`src/rtl/fec_pkg.sv`:
```
// Definitions shared by the FEC arithmetic units (squarer and square-root unit).
// The state codes double as the externally visible state_o values.
package fec_pkg;

  localparam logic [2:0] ST_READY = 3'd0;
  localparam logic [2:0] ST_WORK  = 3'd1;
  localparam logic [2:0] ST_DONE  = 3'd2;

  localparam int unsigned DEFAULT_WIDTH = 32;

  typedef enum logic [2:0] {
    StReady = ST_READY,
    StWork  = ST_WORK,
    StDone  = ST_DONE
  } state_e;

endpackage

```
`src/rtl/square_step.sv`:
```
// One combinational shift-add multiplier step, kept separate so an unrolled
// squarer can chain several of these per clock.
module square_step #(
  parameter int unsigned WIDTH = 32
) (
  input  logic [2*WIDTH-1:0] mcand,
  input  logic [WIDTH-1:0]   mplier,
  input  logic [2*WIDTH-1:0] acc,
  output logic [2*WIDTH-1:0] mcand_nxt,
  output logic [WIDTH-1:0]   mplier_nxt,
  output logic [2*WIDTH-1:0] acc_nxt
);

  always_comb begin
    // The sum never overflows because x*x < 2**(2*WIDTH).
    acc_nxt    = mplier[0] ? (acc + mcand) : acc;
    mcand_nxt  = mcand << 1;
    mplier_nxt = mplier >> 1;
  end

endmodule

```
`src/rtl/square.sv`:
```
// Iterative unsigned squarer: y = x*x, one multiplier bit retired per clock,
// fixed latency of WIDTH cycles from the accepting edge to a valid result.
module square
  import fec_pkg::*;
#(
  parameter int unsigned WIDTH = DEFAULT_WIDTH
) (
  input  logic               clk_i,
  input  logic               rst_i,
  input  logic               start_i,
  input  logic [WIDTH-1:0]   x_bi,
  output logic [2*WIDTH-1:0] y_bo,
  output logic [2:0]         state_o
);

  localparam int unsigned CntW = $clog2(WIDTH + 1);
  localparam logic [CntW-1:0] LastCnt = CntW'(WIDTH - 1);

  state_e              state_q;
  logic [2*WIDTH-1:0]  mcand_q;
  logic [WIDTH-1:0]    mplier_q;
  logic [2*WIDTH-1:0]  acc_q;
  logic [CntW-1:0]     cnt_q;

  logic [2*WIDTH-1:0]  mcand_nxt;
  logic [WIDTH-1:0]    mplier_nxt;
  logic [2*WIDTH-1:0]  acc_nxt;

  square_step #(
    .WIDTH (WIDTH)
  ) u_step (
    .mcand      (mcand_q),
    .mplier     (mplier_q),
    .acc        (acc_q),
    .mcand_nxt  (mcand_nxt),
    .mplier_nxt (mplier_nxt),
    .acc_nxt    (acc_nxt)
  );

  always_ff @(posedge clk_i) begin
    if (rst_i) begin
      state_q  <= StReady;
      state_o  <= ST_READY;
      y_bo     <= '0;
      mcand_q  <= '0;
      mplier_q <= '0;
      acc_q    <= '0;
      cnt_q    <= '0;
    end else begin
      case (state_q)
        // DONE re-accepts like READY so back-to-back operations skip READY.
        StReady, StDone: begin
          if (start_i) begin
            mcand_q  <= {{WIDTH{1'b0}}, x_bi};
            mplier_q <= x_bi;
            acc_q    <= '0;
            cnt_q    <= '0;
            state_q  <= StWork;
            state_o  <= ST_WORK;
          end
        end
        StWork: begin
          mcand_q  <= mcand_nxt;
          mplier_q <= mplier_nxt;
          acc_q    <= acc_nxt;
          cnt_q    <= cnt_q + CntW'(1);
          if (cnt_q == LastCnt) begin
            y_bo    <= acc_nxt;
            state_q <= StDone;
            state_o <= ST_DONE;
          end
        end
        default: begin
          state_q <= StReady;
          state_o <= ST_READY;
        end
      endcase
    end
  end

endmodule

```
`config.mk`:
```
export PLATFORM = sky130hd
export DESIGN_NAME = square
export DESIGN_NICKNAME = d
export VERILOG_FILES = /design/src/rtl/fec_pkg.sv /design/src/rtl/square_step.sv /design/src/rtl/square.sv
export SDC_FILE = /design/constraint.sdc
export NUM_CORES = 1
export LEC_CHECK = 0
export ABC_CLOCK_PERIOD_IN_PS = 9600
export CORE_MARGIN = 5
export CORE_UTILIZATION = 50
export CTS_CLUSTER_SIZE = 25
export DETAILED_ROUTE_END_ITERATION = 12
export PLACE_DENSITY_LB_ADDON = 0.1
export SLEW_MARGIN = 15
export SYNTH_ARGS = -nofsm -noshare
export SYNTH_HDL_FRONTEND = slang
export SYNTH_HIERARCHICAL = 1
export SYNTH_SLANG_ARGS = --single-unit
```
`constraint.sdc`:
```
create_clock -name clk_i -period 9.6 [get_ports clk_i]
set_input_delay 1.92 -clock clk_i [delete_from_list [all_inputs] [get_ports clk_i]]
set_output_delay 1.92 -clock clk_i [all_outputs]
set_load 0.02 [all_outputs]
```
==> results.cfg <==
[finish]
final_cells = 2143
nets = 1840
finalCoreUtilization_pct = 54.5
area_delta_synth_final_pct = 7.35
drive_gt1_share_pct = 6.88
fin_area_um2 = 15700
n_antenna_cell = 0
nFillCells = 2729

[worst_hold_path]
min_path_type = reg2reg

[worst_setup_path]
endpoint_kind = flip-flop
critPathMaxFanout = 93
critPathRequiredTime_ns = 10.06
cp_num_buf_inv = 2
crit_path_max_incr_delay_ns = 0.81
slowest_stage = nand2b_4
cp-start-kind = input pin
path_cells = clkdlybuf4s50_1 -> nand2b_4 -> buf_4 -> o311ai_1 -> a21oi_1
worstSetupPathType = in2reg
crit_family = buffers and inverters
arrival_ns = 4.45

[synth]
netlist_instances = 1833
synth_compound_area_share_pct = 18.0
ys_ff_latch = 232
synth_top_area_share_pct = 31.8
synth_area_leader_cell = dfxtp_1
synth-xor-area-share_pct = 3.29
netlist_area_um2 = 14600
post-synth-top-count-cell = nand2_1
synth_edf_count = 0
synthTopCellsByArea = dfxtp_1 32%, nand2_1 6.5%, a21oi_1 6.2%, nand3_1 6.1%, nand2b_1 5.9%
synth_top_cells_by_count = 253 x nand2_1, 232 x dfxtp_1, 181 x a21oi_1, 177 x nand3_1, 138 x nand2b_1
ys.flop_type = dfxtp_1
synthMuxAreaShare_pct = 8.46
synthAdderAreaFrac_pct = 5.61
synth-simple-area-share_pct = 22.8
synth_top_family_by_area = simple AND/OR/NAND/NOR gates
synth_seq_area_share_pct = 31.8
yosys.cell_types.count = 72
ys_warn_count = 6
synthArstFlopShare_pct = 0
synth.avg_cell_area_um2 = 7.98

[drt]
wirelength_um = 34300
vias = 12100
ant_nets = 0
wire_per_inst_um = 16.0
drc = 0
viasPerCell = 5.67
drtIter0Drc = 864
dr.pass1.iters = 5

[grt]
grt_overflow_total = 0
track_usage_pct = 20.0
grt_pass1_vias = 11300
antenna_found_initial = 0
grt_max_degree = 110
grt_pass1_wl_um = 57600

[placement]
hpwl_um = 22700
dp_cells = 2095
placed_cell_area_um2 = 14800
gp_congestion = 0.870
port_buffers = 100

[die]
die_h_um = 181
die_area_um2 = 32800
fp.coreArea_um2 = 28800
io_pins = 102
num_rows = 62
fp.dieW_um = 181
initial_core_util_pct = 50.8

[clock_tree]
ctsHtreeMaxLevel = 1
cts_buffers = 27
cts_tree = built
cts.sinks = 232
postCtsSetupBuffers = 0
clk_latency_ns = 0.54
clock-root-buffer = clkbuf_16
cts_buffer_depth = 3
cts_resized = 0
cts_hold_buf = 0
clk_pin_slew_ns = 0.06

[power_and_ir_drop]
power.leakage_nw = 5.67
ir_drop_uv = 113
p_per_area_nw_per_um2 = 142

[timing]
fin_skew_ns = 0.0136
relSlewSlack_pct = 25.4
fin_crit_ns = 3.99
final_max_slew_viol_count = 0
hold_viol = 0
tns_ns = 0
fin_crit_sh_pct = 41.6
tightest_slew_ns = 1.12
max_freq_mhz = 251
rsz0062_at_grt = no
setup_viol = 0

[run]
maxCapViolCount = 0

[outcome]
status = completed
## worst register-to-register path, stage by stage, from the launching register on
cell and delay [ns]:
dfxtp_1 0.34, ha_1 0.38, o21ai_0 0.13, o21ai_0 0.31
o2111ai_1 0.32, a211oi_1 0.51, o2111ai_1 0.28, and3_1 0.31
o21bai_1 0.35, a21oi_1 0.16, xnor2_1 0.19, mux2_2 0.30
nand2b_1 0.08, mux2i_1 0.07
## power breakdown
part           leakage [nW]  total [mW]  internal, mW  switching (mW)
registers              1.88        1.00         0.985          0.0173
logic                  3.35       0.195        0.0649           0.130
clock network         0.434        1.03         0.614           0.413
total                  5.67        2.22          1.66           0.561
## per-layer routing
layer	vias up	track usage, %	share of wire (%)
met1	5660	28.9	49
li1	6159	-	-
met4	0	4.86	2.4
met3	52	2.59	4.1
met5	-	0	0
met2	276	31.9	45
## worst paths after layout
kind,to,startpoint,slack (ns),depth (start not counted)
setup / recovery,cnt_q[5],start_i,5.61,5
hold / removal,y_bo[36],y_bo[36],0.47,2
setup reg to reg,y_bo[53],mcand_q[2],5.74,13
hold reg to reg,y_bo[36],y_bo[36],0.47,2
## cells in the final DEF (no fill, tap or decap), drive strengths merged, types with 18 or more instances in the layout
cell,n
xor2,18
mux2i,64
a31oi,71
ha,64
o21ai,46
clkbuf,38
a21o,47
inv,19
nand2,253
nand3,177
xnor2,37
o21bai,18
nor2,46
nand2b,138
mux2,53
a21oi,181
nand4,22
dfxtp,232
clkdlybuf4s50,99
## per-stage QoR
step | setup WS [ns] | power (mW) | hold slack, ns
final | 5.61 | 2.22 | 0.471
after global routing | 5.42 | 2.30 | 0.488
after CTS | 5.68 | 2.25 | 0.475
after detailed placement | 5.13 | 1.22 | 0.460
after global placement | 5.16 | 1.22 | 0.458
after floorplan | 6.47 | 1.19 | 0.462
## kinds of logic (layout without fill, tap and decap cells)
kind of cell             count (synthesis)  after routing
buffers and inverters                  252            177
flip-flops                             232            232
XOR/XNOR                                55             55
multiplexers                           117            117
AO/OA/AOI/OAI                          423            423
other                                    2              3
AND/OR/NAND/NOR                        687            687
adder cells (fa/ha/maj)                 65             65
## state kept, by name, summed over array words and instances (netlist names)
register / count
cnt_q: 6
state_q: 2
y_bo: 64
acc_q: 64
mcand_q: 64
mplier_q: 32
## layout make-up
cell class	count	area (µm²)	area share [%]
timing repair buffer	110	1080	6.86
inverter	19	71.3	0.454
clock buffer	38	777	4.95
tap	384	480	3.06
sequential	232	4650	29.6
clock inverter	10	109	0.693
multi-input combinational	1350	8540	54.4
(Power assumes the default switching activity.)
